$ cat config.mk
export PLATFORM = sky130hd
export DESIGN_NAME = ast_pulse_flat
export DESIGN_NICKNAME = d
export VERILOG_FILES = /design/src/rtl/ast_pkg.sv /design/src/rtl/ast_pulse_if.sv /design/src/rtl/ast_sync.sv /design/src/rtl/ast_pulse.sv /design/src/flat_wrapper.sv
export SDC_FILE = /design/constraint.sdc
export NUM_CORES = 1
export LEC_CHECK = 0
export CAP_MARGIN = 20
export CORE_UTILIZATION = 56
export CTS_CLUSTER_SIZE = 14
export DETAILED_ROUTE_END_ITERATION = 6
export HOLD_SLACK_MARGIN = 0.02
export PLACE_DENSITY = 0.92
export SLEW_MARGIN = 10
export SYNTH_ARGS = -nofsm -noshare
export SYNTH_HDL_FRONTEND = slang
export SYNTH_SLANG_ARGS = --single-unit
$ cat constraint.sdc
create_clock -name clk_sys -period 6.25 [get_ports clk_sys]
set_input_delay 0.625 -clock clk_sys [delete_from_list [all_inputs] [get_ports clk_sys]]
set_output_delay 0.625 -clock clk_sys [all_outputs]
set_load 0.02 [all_outputs]
$ cat src/rtl/ast_pkg.sv
// Shared definitions for the AST pulse generator: state encoding,
// command bit positions and status byte layout.
package ast_pkg;

  typedef enum logic [1:0] {
    IDLE     = 2'd0,
    PULSE    = 2'd1,
    WAIT_ACK = 2'd2
  } state_e;

  localparam int CMD_START = 0;
  localparam int CMD_ABORT = 1;
  localparam int CMD_CLEAR = 2;

  localparam int STU_BUSY    = 0;
  localparam int STU_SENS    = 1;
  localparam int STU_ACK     = 2;
  localparam int STU_TIMEOUT = 3;
  localparam int STU_OVERRUN = 4;
  localparam int STU_CNT_LSB = 5;
  localparam int STU_CNT_MSB = 7;

  // A programmed width of zero still produces a one-tick pulse.
  function automatic logic [7:0] eff_width(input logic [7:0] w);
    return (w == 8'd0) ? 8'd1 : w;
  endfunction

endpackage

$ cat src/rtl/ast_pulse_if.sv
// Register-block / sensor side signals of the AST pulse generator.
interface ast_pulse_if;
  logic [7:0] cmd_ast;
  logic [7:0] cfg_pol;
  logic [7:0] cfg_width;
  logic       sensor_in;
  logic       ast_out;
  logic [7:0] stu_sensor;

  modport master (
    output cmd_ast, cfg_pol, cfg_width, sensor_in,
    input  ast_out, stu_sensor
  );

  modport slave (
    input  cmd_ast, cfg_pol, cfg_width, sensor_in,
    output ast_out, stu_sensor
  );
endinterface

$ cat src/rtl/ast_sync.sv
// Multi-flop synchroniser for the asynchronous sensor feedback.
module ast_sync #(
  parameter int STAGES = 2
) (
  input  logic clk_sys,
  input  logic rst_n,
  input  logic d_i,
  output logic q_o
);

  logic [STAGES-1:0] sync_q;

  // shift the raw input through the synchroniser chain
  always_ff @(posedge clk_sys or negedge rst_n) begin
    if (!rst_n) sync_q <= '0;
    else        sync_q <= {sync_q[STAGES-2:0], d_i};
  end

  assign q_o = sync_q[STAGES-1];

endmodule

$ cat src/rtl/ast_pulse.sv
// AST pulse generator: timed assert pulse toward the sensor followed by a
// bounded response window, with a sticky status byte for readback.
//
//   state    | meaning
//   IDLE     | ast_out follows live cfg_pol[0]; waiting for START
//   PULSE    | ast_out active for width*TICK_DIV cycles
//   WAIT_ACK | waiting for sens_act or ACK_WIN ticks to elapse
module ast_pulse
  import ast_pkg::*;
#(
  parameter int TICK_DIV    = 100,
  parameter int ACK_WIN     = 255,
  parameter int SYNC_STAGES = 2
) (
  input  logic         clk_sys,
  input  logic         rst_n,
  ast_pulse_if.slave   bus
);

  localparam int            PW        = $clog2(TICK_DIV);
  localparam logic [PW-1:0] TICK_LAST = PW'(TICK_DIV - 1);
  localparam logic [7:0]    ACK_LAST  = 8'(ACK_WIN - 1);

  state_e        state_q, state_d;
  logic [PW-1:0] presc_q, presc_d;
  logic [7:0]    tcnt_q, tcnt_d;
  logic [7:0]    width_q, width_d;
  logic          pol_q, pol_d;
  logic [2:0]    cnt_q, cnt_d;
  logic          ack_q, ack_d;
  logic          to_q, to_d;
  logic          ovr_q, ovr_d;
  logic          ast_out_q, ast_out_d;
  logic [7:0]    stu_q, stu_d;

  logic start, abort, clear;
  logic sens_sync, sens_act;
  logic tick, pulse_done, win_done, launch;
  logic ack_evt, to_evt, cnt_evt, ovr_evt;
  logic unused_cfg;

  assign start = bus.cmd_ast[CMD_START];
  assign abort = bus.cmd_ast[CMD_ABORT];
  assign clear = bus.cmd_ast[CMD_CLEAR];
  assign unused_cfg = ^{bus.cmd_ast[7:3], bus.cfg_pol[7:2]};

  ast_sync #(.STAGES(SYNC_STAGES)) u_sync (
    .clk_sys (clk_sys),
    .rst_n   (rst_n),
    .d_i     (bus.sensor_in),
    .q_o     (sens_sync)
  );

  // sensor polarity follows the live config
  assign sens_act = sens_sync ^ bus.cfg_pol[1];

  assign tick       = (state_q != IDLE) && (presc_q == TICK_LAST);
  assign pulse_done = (state_q == PULSE) && tick && (tcnt_q == width_q - 8'd1);
  assign win_done   = (state_q == WAIT_ACK) && tick && (tcnt_q == ACK_LAST);
  assign launch     = (state_q == IDLE) && start && !abort;

  // ack wins over a coinciding window expiry; abort suppresses all events
  assign ack_evt = (state_q == WAIT_ACK) && sens_act && !abort;
  assign to_evt  = win_done && !sens_act && !abort;
  assign cnt_evt = pulse_done && !abort;
  assign ovr_evt = start && !abort && (state_q != IDLE);

  // state register
  always_ff @(posedge clk_sys or negedge rst_n) begin
    if (!rst_n) state_q <= IDLE;
    else        state_q <= state_d;
  end

  // next-state decode
  always_comb begin
    state_d = state_q;
    if (abort) begin
      state_d = IDLE;
    end else begin
      case (state_q)
        IDLE:     if (start) state_d = PULSE;
        PULSE:    if (pulse_done) state_d = WAIT_ACK;
        WAIT_ACK: if (sens_act || win_done) state_d = IDLE;
        default:  state_d = IDLE;
      endcase
    end
  end

  // next value of the pulse output
  always_comb begin
    ast_out_d = bus.cfg_pol[0];
    case (state_q)
      IDLE:     ast_out_d = launch ? ~bus.cfg_pol[0] : bus.cfg_pol[0];
      PULSE:    ast_out_d = (abort || pulse_done) ? pol_q : ~pol_q;
      WAIT_ACK: ast_out_d = pol_q;
      default:  ast_out_d = bus.cfg_pol[0];
    endcase
  end

  // timers, latched config and sticky status next values
  always_comb begin
    width_d = launch ? eff_width(bus.cfg_width) : width_q;
    pol_d   = launch ? bus.cfg_pol[0] : pol_q;

    if ((state_q == IDLE) || (state_d == IDLE)) begin
      presc_d = '0;
      tcnt_d  = 8'd0;
    end else begin
      presc_d = tick ? '0 : presc_q + PW'(1);
      if (!tick)           tcnt_d = tcnt_q;
      else if (pulse_done) tcnt_d = 8'd0;
      else                 tcnt_d = tcnt_q + 8'd1;
    end

    if (cnt_evt)    cnt_d = clear ? 3'd1 : cnt_q + 3'd1;
    else if (clear) cnt_d = 3'd0;
    else            cnt_d = cnt_q;

    ack_d = ack_evt | (ack_q & ~clear);
    to_d  = to_evt  | (to_q  & ~clear);
    ovr_d = ovr_evt | (ovr_q & ~clear);

    stu_d = 8'h00;
    stu_d[STU_BUSY]                = (state_d != IDLE);
    stu_d[STU_SENS]                = sens_act;
    stu_d[STU_ACK]                 = ack_d;
    stu_d[STU_TIMEOUT]             = to_d;
    stu_d[STU_OVERRUN]             = ovr_d;
    stu_d[STU_CNT_MSB:STU_CNT_LSB] = cnt_d;
  end

  // datapath and output registers
  always_ff @(posedge clk_sys or negedge rst_n) begin
    if (!rst_n) begin
      presc_q   <= '0;
      tcnt_q    <= 8'd0;
      width_q   <= 8'd1;
      pol_q     <= 1'b0;
      cnt_q     <= 3'd0;
      ack_q     <= 1'b0;
      to_q      <= 1'b0;
      ovr_q     <= 1'b0;
      ast_out_q <= 1'b0;
      stu_q     <= 8'h00;
    end else begin
      presc_q   <= presc_d;
      tcnt_q    <= tcnt_d;
      width_q   <= width_d;
      pol_q     <= pol_d;
      cnt_q     <= cnt_d;
      ack_q     <= ack_d;
      to_q      <= to_d;
      ovr_q     <= ovr_d;
      ast_out_q <= ast_out_d;
      stu_q     <= stu_d;
    end
  end

  assign bus.ast_out    = ast_out_q;
  assign bus.stu_sensor = stu_q;

endmodule

$ cat src/flat_wrapper.sv
// flat-port wrapper written by rule: the top's interface ports become plain ports
module ast_pulse_flat import ast_pkg::*;
#(
  parameter int TICK_DIV    = 100,
  parameter int ACK_WIN     = 255,
  parameter int SYNC_STAGES = 2
)
  (clk_sys, rst_n, bus_cmd_ast, bus_cfg_pol, bus_cfg_width, bus_sensor_in, bus_ast_out, bus_stu_sensor);
  ast_pulse_if bus_i ();
  input  logic clk_sys;
  input  logic rst_n;
  input wire logic [$bits(bus_i.cmd_ast)-1:0] bus_cmd_ast;
  input wire logic [$bits(bus_i.cfg_pol)-1:0] bus_cfg_pol;
  input wire logic [$bits(bus_i.cfg_width)-1:0] bus_cfg_width;
  input wire logic [$bits(bus_i.sensor_in)-1:0] bus_sensor_in;
  output wire logic [$bits(bus_i.ast_out)-1:0] bus_ast_out;
  output wire logic [$bits(bus_i.stu_sensor)-1:0] bus_stu_sensor;
  assign bus_i.cmd_ast = bus_cmd_ast;
  assign bus_i.cfg_pol = bus_cfg_pol;
  assign bus_i.cfg_width = bus_cfg_width;
  assign bus_i.sensor_in = bus_sensor_in;
  assign bus_ast_out = bus_i.ast_out;
  assign bus_stu_sensor = bus_i.stu_sensor;
  ast_pulse #(.TICK_DIV(TICK_DIV), .ACK_WIN(ACK_WIN), .SYNC_STAGES(SYNC_STAGES)) u_core (.clk_sys(clk_sys), .rst_n(rst_n), .bus(bus_i));
endmodule
# Yosys cells after proc, flatten, opt, wreduce, memory -nomap -nowiden
# Cells that the tools add are included.
[word_totals]
in_bits = 27
wordCells = 73
out_inout_bits = 9
register_bits = 43
[op_classes]
reduce_logical = 25
n_eq_ne = 5
n_mux = 17
bitwise_logic = 10
add_sub_neg = 4
[ops]
columns = ["operator", "n"]
rows = [
  ["8-bit 2-to-1 mux", 4],
  ["1-bit logical AND", 14],
  ["7-bit 2-to-1 mux", 2],
  ["3-bit 2-to-1 mux", 3],
  ["8-bit by 1-bit adder with 8-bit output, second input constant", 1],
  ["8-bit == test", 1],
  ["8-bit == test, second input constant", 1],
  ["8-bit logical NOT", 1],
  ["2-bit 2-to-1 mux", 4],
  ["8-bit by 1-bit subtractor with 8-bit output, second input constant", 1],
  ["7-bit by 1-bit adder with 7-bit output, second input constant", 1],
  ["7-bit == test, second input constant", 1],
  ["2-bit case mux with 3 select lines", 1],
  ["2-bit nonzero test", 3],
  ["2-bit logical NOT", 2],
  ["3-bit by 1-bit adder with 3-bit output, second input constant", 1],
  ["1-bit bitwise AND", 3],
  ["1-bit logical OR", 3],
  ["1-bit inverter", 3],
  ["1-bit bitwise OR", 3],
  ["1-bit case mux with 3 select lines", 1],
  ["2-bit by 1-bit == test with 1-bit output, second input constant", 1],
  ["2-bit == test, second input constant", 1],
  ["1-bit logical NOT", 2],
  ["2 further kinds", 3],
]

# Logic depth before layout (Yosys ltp)
# Gate-level depths: netlist of the first run.
[logic_depth]
word_depth = 11
depth_mapped = 8
ltp_nobuf = 8

# Hierarchy
# From an unflattened synthesis of the first run, not the netlist that was laid out.
[unflattened]
hier_cells = 196
area_unflattened_um2 = 2011.9
[by_module_without_submodules]
columns = ["mod", "cells_each", "area_each_um2", "seq_area_each_um2", "instances"]
rows = [
  ["ast_pulse", 194, 1961.9, 877.1, 1],
  ["ast_sync", 2, 50.0, 50.0, 1],
]

# Worst setup path before layout of the first run
# Ideal clock, no wire load.
[synth_path]
kind = "register -> register"
startpoint = "register u_core.presc_q[4]"
endpoint = "register u_core.cnt_q[2]"
synth_period_minus_slack_ns = 2.362
required_time_ns = 6.125
arrival_time_ns = 2.237
path_stages_with_launch = 7
setup_ns = 0.125
path_buffers = 0
setup_slack_ns = 3.888
cell_sequence = "dfrtp_1 or4b_4 nor3_4 nand4_2 a31o_4 nor4b_1 mux2_2"
[synth_between]
elab_chain_len = 6
[synth_rtl]
columns = ["element", "line_no", "source"]
rows = [
  ["start, declared", "ast_pulse.sv:25", "logic [PW-1:0] presc_q, presc_d;"],
  ["start signal, assigned", "ast_pulse.sv:146", "presc_q <= presc_d;"],
  ["7-bit == test", "ast_pulse.sv:57", "assign tick = (state_q != IDLE) && (presc_q == TICK_LAST);"],
  ["1-bit logical AND", "ast_pulse.sv:57", ""],
  ["1-bit logical AND (2 in a row)", "ast_pulse.sv:58", "assign pulse_done = (state_q == PULSE) && tick && (tcnt_q == width_q - 8'd1);"],
  ["1-bit logical AND", "ast_pulse.sv:65", "assign cnt_evt = pulse_done && !abort;"],
  ["3-bit 2-to-1 mux", "ast_pulse.sv:115", "if (cnt_evt) cnt_d = clear ? 3'd1 : cnt_q + 3'd1;"],
  ["end signal, assigned", "ast_pulse.sv:150", "cnt_q <= cnt_d;"],
  ["end, declared", "ast_pulse.sv:29", "logic [2:0] cnt_q, cnt_d;"],
]
# No other way between the ends.
# A chain may end at the register's enable or synchronous reset.

# Worst setup path after layout of the first run
[layout_path]
startpoint = "register u_core.width_q[1]"
endpoint = "register u_core.tcnt_q[1]"
[layout_between]
elab_chain_len = 9
elab_cells_between_ends = 12
classes_between = "1 x add/sub; 1 x eq/ne; 6 x mux; 4 x reduce/logical"
[layout_rtl]
columns = ["element", "line_no", "source"]
rows = [
  ["start, declared", "ast_pulse.sv:27", "logic [7:0] width_q, width_d;"],
  ["start signal, assigned", "ast_pulse.sv:148", "width_q <= width_d;"],
  ["8-bit by 1-bit subtractor with 8-bit output *", "ast_pulse.sv:58", ""],
  ["8-bit == test *", "ast_pulse.sv:58", ""],
  ["1-bit logical AND *", "ast_pulse.sv:58", ""],
  ["2-bit 2-to-1 mux", "ast_pulse.sv:82", "PULSE: if (pulse_done) state_d = WAIT_ACK;"],
  ["2-bit case mux with 3 select lines", "ast_pulse.sv:80", "case (state_q)"],
  ["2-bit 2-to-1 mux", "ast_pulse.sv:77", "if (abort) begin"],
  ["2-bit logical NOT", "ast_pulse.sv:105", "if ((state_q == IDLE) || (state_d == IDLE)) begin"],
  ["1-bit logical OR", "ast_pulse.sv:105", ""],
  ["8-bit 2-to-1 mux or 2-bit nonzero test (tied branches)", "-", ""],
  ["end signal, assigned", "ast_pulse.sv:147", "tcnt_q <= tcnt_d;"],
  ["end, declared", "ast_pulse.sv:26", "logic [7:0] tcnt_q, tcnt_d;"],
]
# Every way passes the cells marked *; elsewhere a longest branch is shown, timed or not. The select of a mux whose other input is x is not followed.

==> results of run 1 <==
## through the flow
step | hold WS [ns] | instances | setup WS (ns) | total power, mW
6_report | 0.353 | 267 | 3.58 | 0.506
5_1_grt | 0.372 | 267 | 3.28 | 0.536
4_1_cts | 0.358 | 267 | 3.59 | 0.510
3_5_place_dp | 0.335 | 260 | 3.58 | 0.383
3_3_place_gp | 0.335 | 260 | 3.69 | 0.376
2_1_floorplan | 0.329 | 198 | 3.89 | 0.344
## power groups by stage
stage / clock, mW / combinational [mW] / sequential (mW)
2_1_floorplan: 0 / 0.0667 / 0.278
3_3_place_gp: 0 / 0.0968 / 0.279
3_5_place_dp: 0 / 0.102 / 0.280
4_1_cts: 0.131 / 0.102 / 0.276
5_1_grt: 0.143 / 0.113 / 0.279
6_report: 0.129 / 0.101 / 0.276
## cell usage in the layout, fill, tap and decap left out, types with 4 or more instances in the layout
cell type	netlist	routed
sky130_fd_sc_hd__nand2_1	13	13
sky130_fd_sc_hd__o21ai_0	6	6
sky130_fd_sc_hd__xnor2_1	14	14
sky130_fd_sc_hd__nand3_1	7	7
sky130_fd_sc_hd__clkbuf_4	0	5
sky130_fd_sc_hd__clkdlybuf4s50_1	0	23
sky130_fd_sc_hd__xor2_1	10	10
sky130_fd_sc_hd__nor2b_1	4	4
sky130_fd_sc_hd__nand4_1	4	4
sky130_fd_sc_hd__nor2_1	24	24
sky130_fd_sc_hd__dfrtp_1	36	36
sky130_fd_sc_hd__nor3_1	8	8
sky130_fd_sc_hd__inv_1	11	11
sky130_fd_sc_hd__ha_1	5	5
sky130_fd_sc_hd__mux2_2	8	8
## final timing paths
path	startpoint	to	cells past startpoint
hold / removal	rst_n	u_core.width_q[7]	1
max in group asynchronous	rst_n	u_core.presc_q[1]	1
min in group clk_sys	u_core.u_sync.sync_q[0]	u_core.u_sync.sync_q[1]	0
setup / recovery	u_core.width_q[1]	u_core.tcnt_q[1]	6
setup reg to reg	u_core.width_q[1]	u_core.tcnt_q[1]	6
hold reg to reg	u_core.u_sync.sync_q[0]	u_core.u_sync.sync_q[1]	0
## worst max-delay path: stages (launching register included)
cell	delay, ns
sky130_fd_sc_hd__dfrtp_1	0.40
sky130_fd_sc_hd__nor3_1	0.32
sky130_fd_sc_hd__nand2_1	0.16
sky130_fd_sc_hd__a21boi_0	0.16
sky130_fd_sc_hd__nor3_1	0.72
sky130_fd_sc_hd__o221ai_1	0.49
sky130_fd_sc_hd__o31ai_1	0.33
## layout make-up
cell class,instances,area share [%]
tap,46,2.50
sequential,37,40.2
timing repair buffer,25,10.5
clock buffer,7,2.39
inverter,11,1.79
multi-input combinational,141,42.5
## layer usage
layer,vias to the layer above,share of wire (%),GRT usage (%)
met4,0,1.5,9.21
met3,5,2.6,5.67
met1,711,47,28.3
met5,-,0,0
met2,22,49,37.9
li1,740,-,-
## flip-flops by register name (all words and copies together), names as in the netlist, 2 cells and up
signal                 cells
u_core.width_q             8
u_core.presc_q             7
u_core.state_q             2
u_core.tcnt_q              8
u_core.u_sync.sync_q       2
u_core.bus.stu_sensor      5
u_core.cnt_q               3
## logic make-up (layout without fill, tap and decap cells)
group | after synthesis | in the layout | synth area share (%)
adder cells (fa/ha/maj) | 5 | 5 | 3.14
buffers and inverters | 20 | 43 | 4.33
AND/OR/NAND/NOR | 78 | 78 | 21.3
flip-flops | 37 | 37 | 46.5
XOR/XNOR | 24 | 24 | 10.5
multiplexers | 9 | 9 | 5.02
AO/OA/AOI/OAI | 25 | 25 | 9.17
==> impl_summary.txt, run 1 <==
----------------------------------------------------
[Run status]
  Outcome ... finished, final reports clean

[Final layout]
  Area taken by multi-input logic gates ... 980 um^2
  Storage cell area ... 927 um^2
  Fraction of final layout cells with drive strength greater than 1 ... 10.4%
  Fill count ... 259
  Post-route cell area ... ~2300 um^2
  Area growth from synthesis to layout ... 15.6%
  Final nets ... between 200 and 300
  Core utilization of the finished layout ... about two thirds
  Number of antenna diodes ... 0

[Logic synthesis]
  Count of distinct cell types in the synthesized netlist ... 47
  Synth top area share ... 45.2%
  Count of state elements after synthesis ... 37
  Number of standard cells after synthesis ... 198
  Synthesized Nets ... 230
  Top cells by area in the synthesized netlist ... sky130_fd_sc_hd__dfrtp_1 45%, sky130_fd_sc_hd__xnor2_1 6.2%, sky130_fd_sc_hd__mux2_2 4.5%
  Cell accounting for the most synthesized area ... sky130_fd_sc_hd__dfrtp_1
  Ranking of synthesized cells by instance count ... 36 x sky130_fd_sc_hd__dfrtp_1, 24 x sky130_fd_sc_hd__nor2_1, 14 x sky130_fd_sc_hd__xnor2_1
  Post-synth design cell area ... 1990 um^2
  Most common flop cell mapped by yosys ... sky130_fd_sc_hd__dfrtp_1
  Share of synthesized registers carrying an async set or reset ... 100%
  Per-instance average area after synthesis ... roughly 10 um^2
  Top-count cell post-synth ... sky130_fd_sc_hd__dfrtp_1
  Proportion of synthesized chip area in sequential cells ... 46.5%
  Number of enable flip-flop cells after synthesis ... 0
  Yosys warning count ... 0

[Critical path]
  Crit path launch type ... flip-flop
  Crit end category ... flip-flop
  Maximum fanout encountered on the critical timing path ... 8
  Slack of the worst reg-to-reg path ... ~3.6 ns
  Classification of the worst setup path ... reg2reg
  Data arrival, critical path ... 2.91 ns
  Crit path required time ... 6.50 ns

[Place]
  Placed wire-length estimate ... 2.69 mm
  Placement Cell Area ... 2250 um^2
  Placer congestion estimate ... 0.826
  Port Buf Inserts ... 24

[Global route]
  Aggregate global-route resource usage ... 22.8%
  Global-route wire length before repair ... ~6.3 mm
  Number of global-route vias before repair ... between 1000 and 1500
  Pin count of the biggest net entering global routing ... 38
  GR Overflow Total ... 0
  Initial antenna violation count ... 0

[CTS]
  Post-CTS setup buffer count ... 0
  CTS buffer count ... 5
  H-tree depth reported by CTS ... 2
  Clock root cell ... sky130_fd_sc_hd__clkbuf_4
  Clock-pin slew on the worst setup and hold paths ... 0.10 ns
  Clock sink count ... 37
  Cts-stage hold buffer count ... 0
  Longest Clk Path Bufs ... 2
  CTS-repair resized insts ... 0
  Clock Latency Late Sink ... about 0.34 ns
  CTS tree ... built

[Floorplanning]
  Overall die width ... 61.7 um
  Core Area ... around 3400 um^2
  Die Span Y ... between 60 and 70 um
  Top Ports ... 36
  Effective utilization at floorplan ... around 59%
  Full die area ... 3800 um^2
  Floorplan row count ... 21

[Routing]
  DR vias ... 1478
  Total wirelength of the detailed-routed design ... 3.66 mm
  DRT antenna net count ... 0
  Drt initial violations ... 64
  Vias per std cell ... 5.54
  Wire length per cell ... roughly 14 um
  Number of detailed-route iterations in the first pass ... 4
  DRC viols ... 0

[Power and ir drop]
  Proportion of power drawn by the clock network ... about a quarter
  Worst voltage drop across the vdd grid ... around 0.12 mV
  Net switching share of the total power ... 28.9%
  Flop pwr share ... 54.6%
  Net Sw Power ... 147 uW
  Leakage power summed over all cells ... 0.922 nW
  Power per cell area ... 220 nW/um^2
  Combinational fraction of design power ... 20.0%
  Int Pwr ... 360 uW

[Timing]
  Total Negative Setup Slacks ... 0 ns
  Setup repair after global routing missed its margin ... no
  Slew at the pin closest to its max-slew limit ... 0.887 ns
  Time the worst path needs with I/O delays and setup ... 2.67 ns
  Period Utilization, post-route ... 42.7%
  Clk_skew ... 0.00648 ns
  Number of endpoints with negative hold slack in the final report ... 0
  Max-slew violation count ... 0
  Final setup violation count ... 0
  FMAX ... 0.375 GHz
  Relative slew margins ... 40.4%

[Job]
  Max-capacitance violation count ... 0

[Worst hold path]
  Path class of the lowest-slack min-delay path ... in2async

----------------------------------------------------
(Power assumes the default switching activity.)
==> inputs of run 2 (changes only) <==
- CORE_UTILIZATION: 56 -> 47
- PLACE_DENSITY: 0.92 -> 0.84
- clock period: 6.25 -> 2.3 ns (I/O delays scaled with it)
==> run 2 against run 1 <==
Effect of this change: sequential share of layout area is 4.5 points lower; combinational power grew to 3.7 times the previous value; sequential cell count stayed put; non-clock buffer count is 18 higher; wire length is 8.6% higher; cell count is 8.6% higher; global-route usage is 2.8 points lower; highest routed layer unchanged; via count is 5.3% higher; first-iteration DRC count is 1.6% lower; critical path type unchanged; setup slack worse by 3.5 ns; utilization is 4.1 points lower; clock power grew to 5.3 times the previous value.
==> impl_summary.txt, run 2 (synthesis gave the netlist of run 1 again) <==
----------------------------------------------------
[Run status]
  Outcome ... finished, final reports clean (unchanged)

[Timing]
  Slew at the pin closest to its max-slew limit ... 0.787 ns (was 0.887 ns)
  Max-slew violation count ... 0 (unchanged)
  FMAX ... 0.448 GHz (was 0.375 GHz)
  Relative slew margins ... 47.5% (was 40.4%)
  Setup repair after global routing missed its margin ... yes (was no)
  Period Utilization, post-route ... 97.0% (was 42.7%)
  Final setup violation count ... 0 (unchanged)
  Clk_skew ... 0.00589 ns (was 0.00648 ns)
  Time the worst path needs with I/O delays and setup ... 2.23 ns (was 2.67 ns)
  Number of endpoints with negative hold slack in the final report ... 0 (unchanged)

[Place]
  Placed wire-length estimate ... 2.73 mm (was 2.69 mm)
  Placer congestion estimate ... 0.801 (was 0.826)
  Number of cells after detailed placement ... 281 (was 260)
  Port Buf Inserts ... 24 (unchanged)

[Final layout]
  Final nets ... 271 (was 253)
  Final std cells w/o fill ... 290 (was 267)
  Core utilization of the finished layout ... 64.4% (was 68.5%)
  Fraction of final layout cells with drive strength greater than 1 ... 21.7% (was 10.4%)
  Most used cells in the layout excluding fill and tap cells ... 36 x sky130_fd_sc_hd__dfrtp_1, 24 x sky130_fd_sc_hd__nor2_1, 23 x sky130_fd_sc_hd__clkdlybuf4s50_1, 19 x sky130_fd_sc_hd__buf_4 (was 36 x sky130_fd_sc_hd__dfrtp_1, 24 x sky130_fd_sc_hd__nor2_1, 23 x sky130_fd_sc_hd__clkdlybuf4s50_1, 14 x sky130_fd_sc_hd__xnor2_1, 13 x sky130_fd_sc_hd__nand2_1)
  Top flop regs ... u_core.tcnt_q x8, u_core.width_q x8, u_core.presc_q x7 (unchanged)
  Most common library cell in the layout ignoring fill and taps ... sky130_fd_sc_hd__dfrtp_1 (unchanged)
  Area growth from synthesis to layout ... 30.2% (was 15.6%)
  Number of antenna diodes ... 0 (unchanged)

[Routing]
  DRC viols ... 0 (unchanged)
  Total wirelength of the detailed-routed design ... 3.97 mm (was 3.66 mm)
  Highest metal layer with signal wires ... met4 (unchanged)
  Vias per std cell ... 5.37 (was 5.54)
  Number of detailed-route iterations in the first pass ... 4 (unchanged)
  Met2 routed wirelength ... 2.06 mm (was 1.79 mm)
  Wire length per cell ... 13.7 um (about the same)
  DRT antenna net count ... 0 (unchanged)
  Drt initial violations ... 63 (was 64)
  Met3 wire len ... 116 um (was 96 um)
  WL met1 ... 1.74 mm (was 1.72 mm)
  DR vias ... 1557 (was 1478)

[CTS]
  Cts-stage hold buffer count ... 0 (unchanged)
  Clock-pin slew on the worst setup and hold paths ... 0.08 ns (was 0.10 ns)
  Clock Latency Late Sink ... 0.29 ns (was 0.34 ns)
  Clock root cell ... sky130_fd_sc_hd__clkbuf_8 (was sky130_fd_sc_hd__clkbuf_4)
  Clock sink count ... 37 (unchanged)
  CTS buffer count ... 5 (unchanged)
  H-tree depth reported by CTS ... 2 (unchanged)
  Longest Clk Path Bufs ... 2 (unchanged)
  CTS tree ... built (unchanged)

[Critical path]
  Buffer and inverter count on the worst path ... 0 (unchanged)
  Cell family with most CP delay ... simple AND/OR/NAND/NOR gates (unchanged)
  Cell with the biggest individual delay on the critical path ... sky130_fd_sc_hd__or4b_2 (was sky130_fd_sc_hd__nor3_1)
  Crit path required time ... 2.48 ns (was 6.50 ns)
  Data arrival, critical path ... 2.41 ns (was 2.91 ns)
  Biggest cell delay along the critical path ... 0.62 ns (was 0.72 ns)
  Crit end category ... flip-flop (unchanged)
  Classification of the worst setup path ... reg2reg (unchanged)
  Ordered list of cells on the worst path ... xnor2_1, or4b_2, a21oi_1, nor3_2, nor4b_4, mux2_4 (was nor3_1, nand2_1, a21boi_0, nor3_1, o221ai_1, o31ai_1)
  Crit path launch type ... flip-flop (unchanged)
  Maximum fanout encountered on the critical timing path ... 7 (was 8)

[Floorplanning]
  Overall die width ... 67.1 um (was 61.7 um)
  Full die area ... 4510 um^2 (was 3800 um^2)
  Core Area ... 4030 um^2 (was 3360 um^2)
  Die Span Y ... 67.1 um (was 61.7 um)
  Floorplan row count ... 23 (was 21)
  Effective utilization at floorplan ... 49.5% (was 59.3%)
  Top Ports ... 36 (unchanged)

[Global route]
  Aggregate global-route resource usage ... 20.0% (was 22.8%)
  Initial antenna violation count ... 0 (unchanged)
  Pin count of the biggest net entering global routing ... 38 (unchanged)
  Global-route wire length before repair ... 6.66 mm (was 6.26 mm)
  Number of global-route vias before repair ... 1549 (was 1413)
  GR Overflow Total ... 0 (unchanged)

[Worst hold path]
  Path class of the lowest-slack min-delay path ... in2async (unchanged)

[Power and ir drop]
  Worst voltage drop across the vdd grid ... 0.379 mV (was 0.123 mV)
  Power per cell area ... 693 nW/um^2 (was 220 nW/um^2)
  Leakage power summed over all cells ... 1.07 nW (was 0.922 nW)

[Job]
  Max-capacitance violation count ... 0 (unchanged)

----------------------------------------------------
## run 2: changes by cell type in the layout (fill, tap and decap cells not counted), sizes merged
cell	delta
buf	+18
bufinv	+2
clkbuf	-2
inv	+1
## run 2: cell type report
class                   count  area, um^2
fillers                   323        1430
multi-input cells         141        1050
flip-flops and latches     37         927
repair buffers             43         378
clock buffers               5        68.8
clock inverters             3        68.8
well taps                  50        62.6
inverters                  11        41.3
## run 2: what timing repair did
item | CTS | global route
setup endpoints to repair | 3 | 7
resized for setup | 9 | 3
pin swaps | 3 | 2
setup buffers | 2 | 0
endpoints found under the hold margin | 0 | 0
## run 2: routing by layer
metal | vias to the layer above | GRT usage [%]
met5 | - | 0
met4 | 0 | 7.45
met3 | 7 | 4.62
met2 | 25 | 36.5
met1 | 758 | 22.3
li1 | 767 | -
## run 2: worst paths after layout
path                                         startpoint                      end  slack, ns  cells after the start
worst max-delay path                   u_core.tcnt_q[7]          u_core.cnt_q[2]       0.07                      6
worst min-delay path                              rst_n       u_core.bus.ast_out       0.02                      1
worst max register to register         u_core.tcnt_q[7]          u_core.cnt_q[2]       0.07                      6
worst min register to register  u_core.u_sync.sync_q[0]  u_core.u_sync.sync_q[1]       0.35                      0
max in group asynchronous                         rst_n        u_core.width_q[2]       1.79                      1
min in group clk_sys            u_core.u_sync.sync_q[0]  u_core.u_sync.sync_q[1]       0.35                      0
## run 2: through the flow
stage	power, mW	setup slack (ns)	hold slack (ns)	cell area, um^2	TNS (ns)
finish	1.80	0.0691	0.0187	2590	0
CTS	1.80	0.0252	0.0452	2580	0
global placement	1.08	-0.00722	0.332	2390	-0.00722
detailed placement	1.10	-0.0643	0.335	2390	-0.114
global route	1.88	-0.0247	0.0825	2590	-0.105
floorplan	0.937	0.0401	-0.0656	2000	0
## run 2: report_power, final
group / switching (mW) / internal, mW / total [mW]
combinational: 0.180 / 0.198 / 0.378
clock: 0.243 / 0.436 / 0.679
sequential: 0.0408 / 0.700 / 0.740
==> inputs of run 3 (changes only) <==
- CTS_BUF_LIST: default -> sky130_fd_sc_hd__clkbuf_16
==> run 3 against run 2 <==
Effect of this change: fmax fell by 0.59%; first-iteration DRC count grew 16%; utilization is 1.1 points higher; wire length grew 2.1%; die area is the same; sequential share of layout area is 0.63 points lower; design area rose by 1.8%; count of clock-buffer cells in the layout stayed put; critical path type unchanged; critical endpoint unchanged.
==> impl_summary.txt, run 3 (synthesis gave the netlist of run 1 again) <==
----------------------------------------------------
[Run status]
  Outcome ... finished, final reports clean (unchanged)

[Timing]
  Relative slew margins ... 47.8% (was 47.5%)
  Clk_skew ... 0.00329 ns (was 0.00589 ns)
  FMAX ... 0.446 GHz (was 0.448 GHz)
  Final setup violation count ... 0 (unchanged)
  Final worst-path setup slack ... 0.0558 ns (was 0.0691 ns)
  Slew at the pin closest to its max-slew limit ... 0.783 ns (was 0.787 ns)
  Period Utilization, post-route ... 97.6% (was 97.0%)
  Time the worst path needs with I/O delays and setup ... 2.24 ns (was 2.23 ns)
  Total Negative Setup Slacks ... 0 ns (unchanged)
  Number of endpoints with negative hold slack in the final report ... 0 (unchanged)
  Max-slew violation count ... 0 (unchanged)
  Setup repair after global routing missed its margin ... yes (unchanged)

[CTS]
  Cts-stage hold buffer count ... 0 (unchanged)
  Clock Latency Late Sink ... 0.28 ns (was 0.29 ns)
  Longest Clk Path Bufs ... 2 (unchanged)
  CTS buffer count ... 5 (unchanged)
  Clock sink count ... 37 (unchanged)
  Clock root cell ... sky130_fd_sc_hd__clkbuf_16 (was sky130_fd_sc_hd__clkbuf_8)
  H-tree depth reported by CTS ... 2 (unchanged)
  Clock-pin slew on the worst setup and hold paths ... 0.05 ns (was 0.08 ns)
  CTS tree ... built (unchanged)

[Routing]
  Drt initial violations ... 73 (was 63)
  DRT antenna net count ... 0 (unchanged)
  DRC viols ... 0 (unchanged)
  Vias per std cell ... 5.44 (was 5.37)
  Number of detailed-route iterations in the first pass ... 4 (unchanged)
  DR vias ... 1577 (was 1557)
  Wire length per cell ... 14.0 um (was 13.7 um)
  Total wirelength of the detailed-routed design ... 4.06 mm (was 3.97 mm)

[Floorplanning]
  Die Span Y ... 67.1 um (unchanged)
  Effective utilization at floorplan ... 49.5% (unchanged)
  Core Area ... 4030 um^2 (unchanged)
  Top Ports ... 36 (unchanged)
  Full die area ... 4510 um^2 (unchanged)
  Overall die width ... 67.1 um (unchanged)
  Floorplan row count ... 23 (unchanged)

[Final layout]
  Core utilization of the finished layout ... 65.6% (was 64.4%)
  Area growth from synthesis to layout ... 32.5% (was 30.2%)
  Most used cells in the layout excluding fill and tap cells ... 36 x sky130_fd_sc_hd__dfrtp_1, 24 x sky130_fd_sc_hd__nor2_1, 23 x sky130_fd_sc_hd__clkdlybuf4s50_1, 19 x sky130_fd_sc_hd__buf_4, 14 x sky130_fd_sc_hd__xnor2_1 (was 36 x sky130_fd_sc_hd__dfrtp_1, 24 x sky130_fd_sc_hd__nor2_1, 23 x sky130_fd_sc_hd__clkdlybuf4s50_1, 19 x sky130_fd_sc_hd__buf_4)
  Top flop regs ... u_core.tcnt_q x8, u_core.width_q x8, u_core.presc_q x7 (unchanged)
  Final nets ... 271 (unchanged)
  Number of antenna diodes ... 0 (unchanged)
  Most common library cell in the layout ignoring fill and taps ... sky130_fd_sc_hd__dfrtp_1 (unchanged)
  Fraction of final layout cells with drive strength greater than 1 ... 21.7% (unchanged)

[Place]
  Port Buf Inserts ... 24 (unchanged)
  Setup slack after placement ... -0.0643 ns (unchanged)
  Placer congestion estimate ... 0.801 (unchanged)
  Placed wire-length estimate ... 2.73 mm (unchanged)

[Critical path]
  Data arrival, critical path ... 2.41 ns (about the same)
  Crit end category ... flip-flop (unchanged)
  Maximum fanout encountered on the critical timing path ... 7 (unchanged)
  Crit path required time ... 2.46 ns (was 2.48 ns)
  Classification of the worst setup path ... reg2reg (unchanged)
  Crit path launch type ... flip-flop (unchanged)

[Power and ir drop]
  Worst voltage drop across the vdd grid ... 0.468 mV (was 0.379 mV)
  Power per cell area ... 756 nW/um^2 (was 693 nW/um^2)
  Leakage power summed over all cells ... 1.09 nW (was 1.07 nW)

[Global route]
  Initial antenna violation count ... 0 (unchanged)
  GR Overflow Total ... 0 (unchanged)
  Number of global-route vias before repair ... 1577 (was 1549)
  Pin count of the biggest net entering global routing ... 38 (unchanged)
  Global-route wire length before repair ... 6.86 mm (was 6.66 mm)
  Aggregate global-route resource usage ... 20.8% (was 20.0%)

[Worst hold path]
  Path class of the lowest-slack min-delay path ... in2async (unchanged)

[Job]
  Max-capacitance violation count ... 0 (unchanged)

----------------------------------------------------
run 3: cell counts in the layout (fill, tap and decap cells not counted):
Identical to the previous run, type by type.
run 3: metrics by stage:
step	cells	cell area, um^2	total power [mW]	hold slack (ns)
final	290	2640	2.00	0.0318
after global routing	290	2640	2.08	0.105
after CTS	291	2630	2.01	0.0676
after detailed placement	281	2390	1.10	0.335
after global placement	281	2390	1.08	0.332
after floorplan	198	2000	0.937	-0.0656
run 3: critical path, cell delays in order (launching register included):
cell and delay [ns]:
sky130_fd_sc_hd__dfrtp_1 0.39, sky130_fd_sc_hd__xnor2_1 0.14, sky130_fd_sc_hd__or4b_2 0.65, sky130_fd_sc_hd__a21oi_2 0.17
sky130_fd_sc_hd__nor3_2 0.12, sky130_fd_sc_hd__nor4b_4 0.32, sky130_fd_sc_hd__mux2_4 0.33
run 3: final cells by class:
type | count | area, um^2
Inverter | 11 | 41.3
Clock buffer | 5 | 125
Multi-Input combinational cell | 141 | 1040
Tap cell | 50 | 62.6
Clock inverter | 3 | 68.8
Timing Repair Buffer | 43 | 378
Sequential cell | 37 | 927
Fill cell | 312 | 1390
run 3: repair_timing:
action | CTS | global route
gates resized for setup | 7 | 4
setup buffers | 2 | 0
pin swaps | 3 | 4
endpoints found under the setup margin | 2 | 11
run 3: routing by layer:
metal | routed length [um] | vias up | GRT usage, %
met5 | 0 | - | 0
met2 | 2130 | 33 | 38.0
met3 | 140 | 9 | 5.14
met4 | 65 | 0 | 8.51
met1 | 1720 | 770 | 22.5
li1 | - | 765 | -
run 3: worst paths after layout:
| check | startpoint | end | slack [ns] | cells after the start |
|---|---|---|---|---|
| setup / recovery | u_core.tcnt_q[7] | u_core.cnt_q[2] | 0.06 | 6 |
| hold / removal | rst_n | u_core.bus.stu_sensor[1] | 0.03 | 1 |
| setup reg to reg | u_core.tcnt_q[7] | u_core.cnt_q[2] | 0.06 | 6 |
| hold reg to reg | u_core.u_sync.sync_q[0] | u_core.u_sync.sync_q[1] | 0.35 | 0 |
| max in group asynchronous | rst_n | u_core.width_q[2] | 1.78 | 1 |
| min in group clk_sys | u_core.u_sync.sync_q[0] | u_core.u_sync.sync_q[1] | 0.35 | 0 |
run 3: report_power, final:
| part | total [mW] | switching [mW] | internal [mW] |
|---|---|---|---|
| registers | 0.739 | 0.0378 | 0.701 |
| clock network | 0.888 | 0.264 | 0.624 |
| logic | 0.369 | 0.178 | 0.191 |
